**config.mk**
```make
export PLATFORM = sky130hd
export DESIGN_NAME = branch_predictor_flat
export DESIGN_NICKNAME = d
export VERILOG_FILES = /design/src/rtl/branch_predictor_if.sv /design/src/rtl/branch_predictor.sv /design/src/flat_wrapper.sv
export SDC_FILE = /design/constraint.sdc
export NUM_CORES = 1
export LEC_CHECK = 0
export ABC_AREA = 1
export BUFFER_PORTS_ARGS = -buffer_cell sky130_fd_sc_hd__buf_2
export CORE_ASPECT_RATIO = 1.2
export CORE_MARGIN = 3
export CORE_UTILIZATION = 35
export CTS_BUF_LIST = sky130_fd_sc_hd__clkbuf_2
export DETAILED_ROUTE_END_ITERATION = 8
export PLACE_DENSITY_LB_ADDON = 0.08
export RECOVER_POWER = 25
export SYNTH_ARGS = -nofsm -noshare
export SYNTH_HDL_FRONTEND = slang
export SYNTH_SLANG_ARGS = --single-unit
```
**constraint.sdc**
```tcl
create_clock -name clk -period 3.1 [get_ports clk]
set_input_delay 0.155 -clock clk [delete_from_list [all_inputs] [get_ports clk]]
set_output_delay 0.155 -clock clk [all_outputs]
set_load 0.02 [all_outputs]
```
**src/rtl/branch_predictor_if.sv**
```systemverilog
// Branch predictor bus: fetch-side lookup and execute-side training/resolve.
//   FetchPC               - PC of the instruction in IF
//   PredictTaken          - lookup hit on a taken-biased entry
//   PredictTarget         - predicted next PC
//   UpdateEnable          - EX resolves a conditional branch this cycle
//   UpdatePC              - PC of the resolving branch
//   UpdateTaken           - resolved outcome
//   UpdateTarget          - resolved branch target
//   UpdatePredictedTaken  - prediction carried down the pipeline
//   UpdatePredictedTarget - predicted target carried down the pipeline
//   Mispredict            - resolving branch was mispredicted
// master: core side (drives fetch/update); slave: predictor.
interface branch_predictor_if;
    logic [31:0] FetchPC;
    logic        PredictTaken;
    logic [31:0] PredictTarget;
    logic        UpdateEnable;
    logic [31:0] UpdatePC;
    logic        UpdateTaken;
    logic [31:0] UpdateTarget;
    logic        UpdatePredictedTaken;
    logic [31:0] UpdatePredictedTarget;
    logic        Mispredict;

    modport master (
        output FetchPC, UpdateEnable, UpdatePC, UpdateTaken, UpdateTarget,
               UpdatePredictedTaken, UpdatePredictedTarget,
        input  PredictTaken, PredictTarget, Mispredict
    );

    modport slave (
        input  FetchPC, UpdateEnable, UpdatePC, UpdateTaken, UpdateTarget,
               UpdatePredictedTaken, UpdatePredictedTarget,
        output PredictTaken, PredictTarget, Mispredict
    );
endinterface

```
**src/rtl/branch_predictor.sv**
```systemverilog
// Direct-mapped branch target buffer with 2-bit saturating counters.
// Ports:
//   clk   - core clock, table written on rising edge
//   reset - asynchronous active-high; invalidates all entries, counters to 01
//   bus   - branch_predictor_if.slave (fetch lookup, EX training, Mispredict)
// Lookup is combinational and reads the table contents before any write in
// the same cycle. Tag/target storage is not reset; valid gates it from outputs.
module branch_predictor #(
    parameter int INDEX_BITS = 4
) (
    input  logic               clk,
    input  logic               reset,
    branch_predictor_if.slave  bus
);
    localparam int unsigned ENTRIES = 2 ** INDEX_BITS;
    localparam int TAG_W = 32 - INDEX_BITS - 2;

    logic              valid_q   [ENTRIES];
    logic [1:0]        counter_q [ENTRIES];
    logic [TAG_W-1:0]  tag_q     [ENTRIES];
    logic [31:0]       target_q  [ENTRIES];

    logic [INDEX_BITS-1:0] f_idx;
    logic [TAG_W-1:0]      f_tag;
    logic                  f_hit;
    logic [INDEX_BITS-1:0] u_idx;
    logic [TAG_W-1:0]      u_tag;
    logic                  u_hit;
    logic                  unused_pc_bits;

    assign f_idx = bus.FetchPC[INDEX_BITS+1:2];
    assign f_tag = bus.FetchPC[31:INDEX_BITS+2];
    assign u_idx = bus.UpdatePC[INDEX_BITS+1:2];
    assign u_tag = bus.UpdatePC[31:INDEX_BITS+2];
    assign unused_pc_bits = ^bus.UpdatePC[1:0];

    assign f_hit = valid_q[f_idx] && (tag_q[f_idx] == f_tag);
    assign u_hit = valid_q[u_idx] && (tag_q[u_idx] == u_tag);

    assign bus.PredictTaken  = f_hit && counter_q[f_idx][1];
    assign bus.PredictTarget = bus.PredictTaken ? target_q[f_idx]
                                                : bus.FetchPC + 32'd4;

    assign bus.Mispredict = bus.UpdateEnable &&
        ((bus.UpdateTaken != bus.UpdatePredictedTaken) ||
         (bus.UpdateTaken && (bus.UpdatePredictedTarget != bus.UpdateTarget)));

    // Valid bits and counters: reset-cleared state.
    always_ff @(posedge clk or posedge reset) begin
        if (reset) begin
            for (int unsigned i = 0; i < ENTRIES; i++) begin
                valid_q[i]   <= 1'b0;
                counter_q[i] <= 2'b01;
            end
        end else if (bus.UpdateEnable) begin
            if (u_hit) begin
                if (bus.UpdateTaken) begin
                    if (counter_q[u_idx] != 2'b11)
                        counter_q[u_idx] <= counter_q[u_idx] + 2'd1;
                end else begin
                    if (counter_q[u_idx] != 2'b00)
                        counter_q[u_idx] <= counter_q[u_idx] - 2'd1;
                end
            end else if (bus.UpdateTaken) begin
                valid_q[u_idx]   <= 1'b1;
                counter_q[u_idx] <= 2'b10;
            end
        end
    end

    // Tag and target: any taken update writes them (on a hit the tag is
    // already equal), so hit and allocate share one write path.
    always_ff @(posedge clk) begin
        if (!reset && bus.UpdateEnable && bus.UpdateTaken) begin
            tag_q[u_idx]    <= u_tag;
            target_q[u_idx] <= bus.UpdateTarget;
        end
    end
endmodule

```
**src/flat_wrapper.sv**
```systemverilog
// flat-port wrapper written by rule: the top's interface ports become plain ports
module branch_predictor_flat 
#(
    parameter int INDEX_BITS = 4
)
  (clk, reset, bus_FetchPC, bus_UpdateEnable, bus_UpdatePC, bus_UpdateTaken, bus_UpdateTarget, bus_UpdatePredictedTaken, bus_UpdatePredictedTarget, bus_PredictTaken, bus_PredictTarget, bus_Mispredict);
  branch_predictor_if bus_i ();
  input  logic clk;
  input  logic reset;
  input wire logic [$bits(bus_i.FetchPC)-1:0] bus_FetchPC;
  input wire logic [$bits(bus_i.UpdateEnable)-1:0] bus_UpdateEnable;
  input wire logic [$bits(bus_i.UpdatePC)-1:0] bus_UpdatePC;
  input wire logic [$bits(bus_i.UpdateTaken)-1:0] bus_UpdateTaken;
  input wire logic [$bits(bus_i.UpdateTarget)-1:0] bus_UpdateTarget;
  input wire logic [$bits(bus_i.UpdatePredictedTaken)-1:0] bus_UpdatePredictedTaken;
  input wire logic [$bits(bus_i.UpdatePredictedTarget)-1:0] bus_UpdatePredictedTarget;
  output wire logic [$bits(bus_i.PredictTaken)-1:0] bus_PredictTaken;
  output wire logic [$bits(bus_i.PredictTarget)-1:0] bus_PredictTarget;
  output wire logic [$bits(bus_i.Mispredict)-1:0] bus_Mispredict;
  assign bus_i.FetchPC = bus_FetchPC;
  assign bus_i.UpdateEnable = bus_UpdateEnable;
  assign bus_i.UpdatePC = bus_UpdatePC;
  assign bus_i.UpdateTaken = bus_UpdateTaken;
  assign bus_i.UpdateTarget = bus_UpdateTarget;
  assign bus_i.UpdatePredictedTaken = bus_UpdatePredictedTaken;
  assign bus_i.UpdatePredictedTarget = bus_UpdatePredictedTarget;
  assign bus_PredictTaken = bus_i.PredictTaken;
  assign bus_PredictTarget = bus_i.PredictTarget;
  assign bus_Mispredict = bus_i.Mispredict;
  branch_predictor #(.INDEX_BITS(INDEX_BITS)) u_core (.clk(clk), .reset(reset), .bus(bus_i));
endmodule
```
## Word level (Yosys, flattened, before mapping)

Memories as Yosys holds them, arrays and structs flattened.
Index checks and enable logic that the tools add are counted.

| word-level totals | value |
|---|---|
| flip-flop bits (word level) | 48 |
| input port bits | 133 |
| memory bits (writable) | 928 |
| logic and storage cells | 94 |
| memories | 2 |
| output and inout port bits | 34 |

| cells by class | value |
|---|---|
| add/subtract/negate cells | 3 |
| bitwise operators | 7 |
| magnitude comparators | 3 |
| muxes and demuxes | 26 |
| equality and inequality tests | 6 |
| reduce and logical (&&, ||, !) cells | 15 |

Memory list:

| memory | depth | width | read ports | clocked after Yosys merged registers in | wr ports | RTL line | source |
|---|---|---|---|---|---|---|---|
| u_core.target_q | 16 | 32 | 1 | 0 | 1 | branch_predictor.sv:21 | `logic [31:0] target_q [ENTRIES];` |
| u_core.tag_q | 16 | 26 | 2 | 0 | 1 | branch_predictor.sv:20 | `logic [TAG_W-1:0] tag_q [ENTRIES];` |

Operators with widths:

| cell | count |
|---|---|
| 32-bit two-way mux | 6 |
| 32-bit bitwise mux | 2 |
| 26-bit == test | 2 |
| 32-bit by 3-bit adder with 32-bit output, second input constant | 1 |
| 32-bit != test | 1 |
| 16-bit OR | 2 |
| 16-bit bitwise AND | 1 |
| 2-bit binary-select mux with 4-bit select | 2 |
| 16-bit NOT | 1 |
| 5-bit >= comparator, second input constant | 2 |
| 2-bit two-way mux | 5 |
| 4-bit NOT with 5-bit output | 2 |
| 1-bit binary-select mux with 4-bit select | 2 |
| 2-bit demux with 4-bit select | 1 |
| 1-bit logical AND | 8 |
| 1-bit two-way mux | 7 |
| 2-bit nonzero test | 3 |
| 5-bit by 1-bit < comparator with 1-bit output, second input constant | 1 |
| 1-bit demux with 4-bit select | 1 |
| 4-bit AND reduction | 1 |
| 3-bit != test, second input constant | 1 |
| 3-bit AND reduction | 1 |
| 2-bit by 1-bit adder with 2-bit output, second input constant | 1 |
| 2-bit != test, second input constant | 1 |
| 5 further kinds | 5 |

## Logic depth before layout (Yosys ltp)

Gate-level depths: netlist of run 1.

| depth | value |
|---|---|
| word-level depth | 9 |
| mapped depth | 23 |
| gate-level depth less buffers | 20 |

## Least setup slack after synthesis of run 1

OpenSTA, ideal clock, no wires.

| timing path | value |
|---|---|
| kind | input to register |
| start point | in reset |
| end point | mem u_core.tag_q[10][0] in the netlist's numbering (enable) |
| stages | 4 |
| setup slack | -3.163 ns |
| arrival time | 5.718 ns |
| buffers on the path | 1 |
| cells stage by stage | inv_1 nand2_1 clkbuf_1 nor3_1 |

| on the way | value |
|---|---|
| cells in the longest elaborated chain, start to end | 5 |

Ends and longest elaborated chain:

| what | RTL line | source |
|---|---|---|
| start: declaration | flat_wrapper.sv:9 | `input logic reset;` |
| 1-bit zero test (no line) | - |  |
| 1-bit logical AND (2 in series) | branch_predictor.sv:74 | `if (!reset && bus.UpdateEnable && bus.UpdateTaken) begin` |
| 1-bit two-way mux | branch_predictor.sv:74 |  |
| 1-bit two-way mux (not written as such) | branch_predictor.sv:75 | `tag_q[u_idx] <= u_tag;` |
| end: declaration | branch_predictor.sv:20 |  |

No other way between the ends.

==> results.txt, run 1 <==
- The flow ran to the end, but the final reports show violations.
- The checks that failed: negative setup slack.
- Power spread over the standard cell area amounts to 487 nW/µm².
- Crit Path Class: flop to output port
- The most critical setup path has its endpoint at bus_PredictTarget[20].
- In this run the register-to-register setup slack is 0.31 ns.
- Measured against its own limit, the worst slew margin works out to a little over a quarter.
- Post-Synthesis Net Count: roughly 4800
- Cells along the critical path: o211ai_1 -> o211ai_1 -> nand3_1 -> nand3_2 -> buf_6 -> xnor2_4 -> nand3b_1 -> nor2_2 -> nand2_2 -> nor2_4 -> buf_12 -> clkbuf_16 -> nand2_2 -> nand2_4 -> buf_6
- Initial antenna violation count: 7
- For this run, the slowest stage of the critical path takes 0.41 ns.
- The multi-input combinational cells in the finished layout cover a total of 15200 µm².
- Clock tree synthesis selected as its root buffer the cell sky130_fd_sc_hd__clkbuf_2.
- A synthesized cell averages 9.76 µm².
- Across every metal layer, demand over resource in global routing totals 26.2%.
- IO buf count: 164
* Final critical path time including I/O delays and setup: 4.18 ns
- After synthesis the cells add up to 45700 µm².
* Number of buffer and inverter instances along the worst setup path: 4
- The clock tree synthesis step divided the H-tree into 5 levels.
* Final count of negative-setup-slack endpoints: 54
- Cell Rows: roughly 140
* Placer Congestion: 0.893
- Fillers: 12800
- Critical register-to-register path startpoint: u_core.tag_q[6][18]
- After detailed routing, the number of remaining DRC violations is 0.
* Setup tns final: -34.02 ns
- Number of unique standard cell types used by synthesis: 49
* Die Height: 402 µm
- Startpoint type of the worst setup path: flop
- In this run, synthesis inferred 928 flip-flops with an integrated enable.
* Total CTS buffers: between 200 and 300
- Dividing the final minimum period by the clock period gives 135%.
- Share of layout cells above drive strength 1: 17.9%
- Routed length per placed instance: between 20 and 30 µm
* Hold WC Path Type: input port to flop
- For the pin with the worst max-slew slack, the measured transition is 1.10 ns.
- Half-perimeter wire length of the detailed placement result: 107 mm
- Detailed routing inserted a total of 38000 vias.
- CP endpoint kind: output port
* Worst setup path start: u_core.tag_q[5][16]
* Sequential element share of the synthesized area: 63.7%
* Number of vias per cell: about 5.4
- Static Leak: 0.0214 µW
- Counting buffers and inverters, the worst setup path is 15 cells deep.
- Worst Reg-to-Reg Cells: 20
* Share of the core filled with cells: 42.7%
- Worst Setup Slack post-DPL: -0.178 ns
- The routed design has about 180 mm of wire.
- Timing would allow up to 239 MHz.
* Worst Setup Slack, final: -1.08 ns
* Count of routing violations after the opening detailed-route iteration: 3388
* Count of warnings emitted by yosys: 0
- Highest-delay cell along the critical path: sky130_fd_sc_hd__edfxtp_1
- Worst ir drop on vdd: just over 0.3 mV
- Overflow left after global routing: 0
* Storage cell area: around 29000 µm²
* Top FF cell, synth: sky130_fd_sc_hd__edfxtp_1
* Pin count of the biggest net entering global routing: 113
- The core region is 129000 µm².
* Die width: 336 µm
- The first global-routing pass estimated 256 mm of wire.
- Max Cap Violations: 0
- Number of synthesized register bits: between 900 and 1000
* TritonCTS sink count: slightly below 1000
* Via count of the first global-routing pass: roughly 37000
- Clock-pin slew was measured on the worst setup and hold paths at around 0.1 ns.
* Number of buffers on the longest clock path: 4
* Clock tree from TritonCTS: yes
- For the final database, setup skew stands at roughly 0.13 ns.
* Final count of pins violating max slew: 0
- Clock latency on the worst-skew pair: 1.58 ns
* Worst slack on hold paths: 0.263 ns
* I/O pin total: about 170
- Initial core utilization: between 30% and 40%
- The kind of cell with the highest combined delay along the critical path is simple AND/OR/NAND/NOR gates.
- Count of nets after finishing: between 5000 and 6000
- Count of nets left with antenna violations after detail routing: 0
* Highest net fanout along the worst path: 11
* Layout overhead on the synthesized area: 20.5%
- Post-synthesis cell count: 4677
- STA puts the critical path data required time at 2.94 ns.
- Total iterations of the first detailed-routing run: 5
- Setup repair after global routing could not meet its margin everywhere.
* Final Hold Violating Endpoints: 0
- Data arrives at the worst endpoint at between 4 and 5 ns.
- Total die area: 135000 µm²
- In the synthesized netlist the async set-or-reset flop fraction comes to 4.92%.
- The worst register-to-register path ends at u_core.counter_q[29].
cells by family after synthesis:
| group | share of synthesized area (%) |
|---|---|
| and+or+nand+nor | 19.9 |
| DFF | 63.7 |
| AOI/OAI and AO/OA | 10.9 |
| buffers and inverters | 4.57 |
| xor gates and xnor gates | 0.825 |
| adders and majority gates | 0.0822 |
worst min-delay path by stage:
stage                         start                endpoint  slack, ns  cells past startpoint
6_report           bus_UpdatePC[17]     u_core.tag_q[8][11]       0.26                      3
5_1_grt        bus_UpdateTarget[17]  u_core.target_q[8][17]       0.17                      3
4_1_cts         bus_UpdateTarget[3]   u_core.target_q[8][3]      0.002                      3
3_5_place_dp   u_core.counter_q[10]    u_core.counter_q[10]       0.46                      2
3_3_place_gp       bus_UpdatePC[13]      u_core.tag_q[4][7]       0.45                      1
2_1_floorplan                 reset    u_core.counter_q[11]       0.19                      1
Yosys cell counts (47+ instances only):
| cell | n | area share [%] |
|---|---|---|
| sky130_fd_sc_hd__a21oi_1 | 60 | 0.66 |
| sky130_fd_sc_hd__buf_2 | 82 | 0.90 |
| sky130_fd_sc_hd__o211ai_1 | 74 | 1.2 |
| sky130_fd_sc_hd__o21ai_0 | 533 | 5.8 |
| sky130_fd_sc_hd__o22ai_1 | 114 | 1.6 |
| sky130_fd_sc_hd__edfxtp_1 | 928 | 61 |
| sky130_fd_sc_hd__nand4_1 | 48 | 0.66 |
| sky130_fd_sc_hd__nand3_1 | 223 | 2.4 |
| sky130_fd_sc_hd__clkbuf_1 | 162 | 1.3 |
| sky130_fd_sc_hd__nand2_1 | 1287 | 11 |
| sky130_fd_sc_hd__nor2_1 | 667 | 5.5 |
| sky130_fd_sc_hd__o221ai_1 | 47 | 0.90 |
| sky130_fd_sc_hd__inv_1 | 203 | 1.7 |
cells in the final DEF (no fill, tap or decap), drive strengths merged:
cell type,synthesis,routed
a41oi,1,1
a211o,1,1
o221ai,47,47
nand4,48,48
a22oi,16,16
edfxtp,928,928
o2111ai,1,1
a21o,1,1
a221oi,1,1
dlygate4sd3,0,149
ha,3,3
clkinvlp,0,1
a32o,1,1
nand2,1290,1290
or2,2,2
o21bai,4,4
nor4,6,6
nor2,671,671
o22ai,114,114
nor3,34,34
xor2,37,37
buf,120,411
bufinv,0,3
dfrtp,32,32
a211oi,2,2
dfstp,16,16
a22o,1,1
inv,209,214
nand3,224,224
o21ai,549,549
a31o,5,5
xnor2,6,6
and2,1,1
clkbuf,164,413
o211ai,74,74
nand3b,2,2
a21oi,60,60
diode,0,3
clkinv,5,45
nor3b,1,1
final cells by class:
cell class | instances | share of cell area, %
Clock buffer | 374 | 3.40
Multi-Input combinational cell | 3203 | 27.6
Tap cell | 1679 | 3.82
Sequential cell | 976 | 52.9
Clock inverter | 49 | 0.484
Timing Repair Buffer | 599 | 10.4
Antenna cell | 3 | 0.0136
Inverter | 214 | 1.52
per-stage QoR:
stage	instances	total power [µW]	instance area (µm²)
CTS	7081	27200	54600
global route	7096	28200	55000
floorplan	4677	16500	45900
finish	7097	26800	55000
detailed placement	6500	18100	50500
global placement	6500	18100	50500
worst min-delay path: cells and delay by family:
| kind | cells | cell delay, ns |
|---|---|---|
| buffers and inverters | 3 | 1.44 |
power by group:
part | leakage, µW | internal, µW | switching (µW)
sequential | 0.00886 | 14600 | 106
combinational | 0.0109 | 1120 | 2260
clock | 0.00169 | 3440 | 5330
registers in the layout (all words and copies together) (netlist names):
name / cells
u_core.valid_q: 16
u_core.target_q: 512
u_core.tag_q: 416
u_core.counter_q: 32
what timing repair did:
action,4_1_cts,5_1_grt
hold buffers,150,0
pin swaps,9,27
setup buffers,8,12
cloned,1,4
resized for setup,138,113
endpoints found under the setup margin,33,166
hold endpoints to repair,1952,0
metal layers:
layer / track usage [%] / share of wire [%] / vias up
met4: 8.11 / 2.5 / 4
met1: 34.3 / 42 / 18800
met2: 44.1 / 49 / 1371
met5: 0 / 0.019 / -
li1: - / - / 17500
met3: 4.44 / 6.2 / 255
(Power assumes the default switching activity.)
==> inputs of run 2 (changes only) <==
BUFFER_PORTS_ARGS = -buffer_cell sky130_fd_sc_hd__buf_4   (was -buffer_cell sky130_fd_sc_hd__buf_2)
CORE_UTILIZATION = 40   (was 35)
==> run 2 against run 1 <==
Effect of this change: the run still ends with negative setup slack left; global-route usage rose by 2.7 points; maximum frequency fell by 1.7%; combinational power barely moved; register-to-register slack improved by 0.10 ns; die area fell by 12%; design area fell by 0.12%; clock-buffer cell count rose by 11; via count rose by 0.16%; total power fell by 0.87%; non-clock buffer count fell by 20; flip-flop and latch count did not move; largest cell class unchanged.
==> results.txt, run 2 (synthesized netlist as in run 1, its figures left out) <==
- The run finished, with violations left.
* Violations in the final reports: negative setup slack
- Data on the critical path arrives at its endpoint at roughly 4 ns.
* Ratio of total power to cell area: about 480 nW/µm²
* Routed length per placed instance: 25.0 µm
- Total wire length after detailed routing: approximately 170 mm
* Total global routing track utilization: 28.8%
- Largest register by flop count: u_core.target_q
- Total CTS buffers: approximately 280
* Die Height: 376 µm
- In the final timing run, aggregate negative setup slack is -35.84 ns.
- Once routing completed, OpenROAD measured the worst setup slack at -1.16 ns.
* Most frequent standard cell in the layout excluding fill and tap cells: sky130_fd_sc_hd__nand2_1
- The worst setup path is launched from a flop.
- Total iterations of the first detailed-routing run: 6
- Cell internal power was estimated by the tool at around 19000 µW.
* Clock tree from TritonCTS: yes
- The worst setup path is captured at an output port.
- Worst slack on hold paths: 0.243 ns
- During I/O placement, the number of pins put on the boundary was 167.
* Area used by multi-input combinational logic: 15200 µm²
* Initial antenna violation count: 5
- Count of nets left with antenna violations after detail routing: 0
- Final critical path time including I/O delays and setup: between 4 and 5 ns
- Category of cells accounting for the largest share of critical-path delay: buffers and inverters
- Fillers: ~11000
- Slew headroom: 25.2%
- In this run the core area contains 135 standard-cell rows.
* Overflow left after global routing: 0
- In this run, flip-flops and latches consume between 50% and 60% of the power.
- The clock passes through at most 4 buffers.
* Highest Clock Rate: 235 MHz
* Layout overhead on the synthesized area: 20.4%
- Among all stages on the critical path, the largest delay is contributed by sky130_fd_sc_hd__edfxtp_1.
- Proportion of power drawn by the clock network: 32.2%
- Number of flip-flops under the largest register name: 512
* Most frequent cells in the layout: sky130_fd_sc_hd__nand2_1 (1234), sky130_fd_sc_hd__edfxtp_1 (928), sky130_fd_sc_hd__nor2_1 (644)
- CORE AREA: 113000 µm²
- Pin count of the biggest net entering global routing: 194
- Cells fill 48.6% of the core in the end.
* Actual transition at the worst max-transition pin: 1.12 ns
- Highest net fanout along the worst path: 6
- The largest single stage delay on the critical path is roughly 0.40 ns.
- The die is 314 µm wide.
- Share of layout cells above drive strength 1: 17.6%
- Across the routed clock network, the largest skew measured is 0.110 ns.
- Global-route wire length before repair: 249 mm
- Hold WC Path Type: input port to flop
* Sw frac: 28.8%
- IR analysis of the VDD net gives a maximum drop of 0.347 mV.
* Max Cap Violations: 0
* Crit Path Class: flop to output port
* Share of total power in combinational logic: 12.7%
- Count of nets after finishing: 5385
- Setup violations remaining at the end of the flow were counted as 33.
- Count of H-tree levels built during CTS: 5
- Final Hold Violating Endpoints: 0
- Number of buffer and inverter instances along the worst setup path: 4
* Biggest regs: u_core.target_q (512), u_core.tag_q (416), u_core.counter_q (32)
- The floorplan step defined a die boundary enclosing 118000 µm².
* Count of vias placed by the detailed router: 38100
* IO buf count: 164
- In this run, the number of DRC markers left after iteration 0 of detailed routing was 3496.
- Initial core utilization: 40.3%
- STA puts the critical path data required time at 2.94 ns.
- Clock transition time at the flip-flop clock pins of the worst setup and hold paths: around 0.1 ns
- RSZ-0062 raised after global routing: yes
* Clock latency on the worst-skew pair: 1.60 ns
- The root buffer cell chosen for the clock tree is sky130_fd_sc_hd__clkbuf_2.
* Sw power: around 7600 µW
- Number of vias per cell: 5.52
- In the routed design, unresolved DRC markers number 0.
- The number of global-route vias before repair was 37300.
* Cells along the critical path: nor2_1 -> nor2_1 -> o21ai_0 -> a21oi_1 -> a21o_1 -> inv_1 -> nand2_1 -> nand2_1 -> nand2_1 -> nor2_1 -> nand3_1 -> nor2_4 -> buf_12 -> bufbuf_16 -> o21ai_2 -> buf_6
* Half-perimeter wire length of the detailed placement result: around 100 mm
* Final count of pins violating max slew: 0
- Routability-driven placement finished with a final weighted congestion of 0.885.
- Summing all flip-flop and latch instances after layout gives between 20000 and 30000 µm².
- Tcrit/Tclk final: 137%
- TritonCTS sink count: 976
- Static Leak: approximately 0.022 µW
[run 2: tightest hold or removal path: stages]
cell,delay (ns)
sky130_fd_sc_hd__dlygate4sd3_1,0.54
sky130_fd_sc_hd__buf_4,0.13
sky130_fd_sc_hd__nor2_4,0.05
sky130_fd_sc_hd__buf_12,0.17
sky130_fd_sc_hd__inv_1,0.38
sky130_fd_sc_hd__nor2_1,0.18
sky130_fd_sc_hd__nand4_1,0.10
sky130_fd_sc_hd__nand2_1,0.05
[run 2: per-layer routing]
layer / vias up / wire, µm / global-route usage [%] / share of wire (%)
met1: 18700 / 70500 / 37.1 / 41
met2: 1599 / 82800 / 47.5 / 48
met4: 2 / 6630 / 12.4 / 3.8
li1: 17500 / - / - / -
met5: - / 13 / 0 / 0.0075
met3: 320 / 12500 / 5.54 / 7.3
[run 2: final cells by class]
class                      instances  share of cell area [%]
inverter                         214                    1.51
timing repair buffer             579                    10.7
clock buffer                     385                    3.51
tap                             1507                    3.43
multi-input combinational       3203                    27.7
sequential                       976                    52.9
antenna                            4                  0.0182
clock inverter                    28                   0.203
[run 2: timing repair]
item                                   in CTS  in global routing
cloned                                      3                  3
pin swaps                                  17                 29
resized for setup                          88                117
setup buffers                               5                  6
hold buffers                              157                  0
endpoints found under the hold margin    1952                  0
setup endpoints to repair                  33                114
[run 2: path summary, 6_finish.rpt]
| path | start | to | slack (ns) | cells past startpoint |
|---|---|---|---|---|
| max | u_core.tag_q[14][4] | bus_PredictTarget[9] | -1.16 | 16 |
| min | bus_UpdatePC[4] | u_core.counter_q[14] | 0.24 | 8 |
| max reg2reg | u_core.tag_q[15][18] | u_core.counter_q[3] | 0.41 | 20 |
| min reg2reg | u_core.counter_q[22] | u_core.counter_q[22] | 0.47 | 2 |
| max in group asynchronous | reset | u_core.valid_q[11] | 2.04 | 6 |
| min in group asynchronous | reset | u_core.counter_q[15] | 0.60 | 6 |
[run 2: power groups by stage]
stage	Sequential (µW)	Combinational (µW)	Clock (µW)
after global placement	14900	3090	0
final	14600	3370	8560
after global routing	14700	3640	9500
after detailed placement	14900	3090	0
after floorplan	14900	1550	0
after CTS	14600	3320	8850
[run 2: metrics by stage]
step	total power, µW	instance area (µm²)	setup slack (ns)	cells
floorplan	16500	45900	0.0403	4677
global placement	18000	50500	-0.116	6309
detailed placement	18000	50500	-0.119	6309
CTS	26800	54500	-1.49	6887
global route	27800	55000	-1.48	6894
finish	26600	55000	-1.16	6896
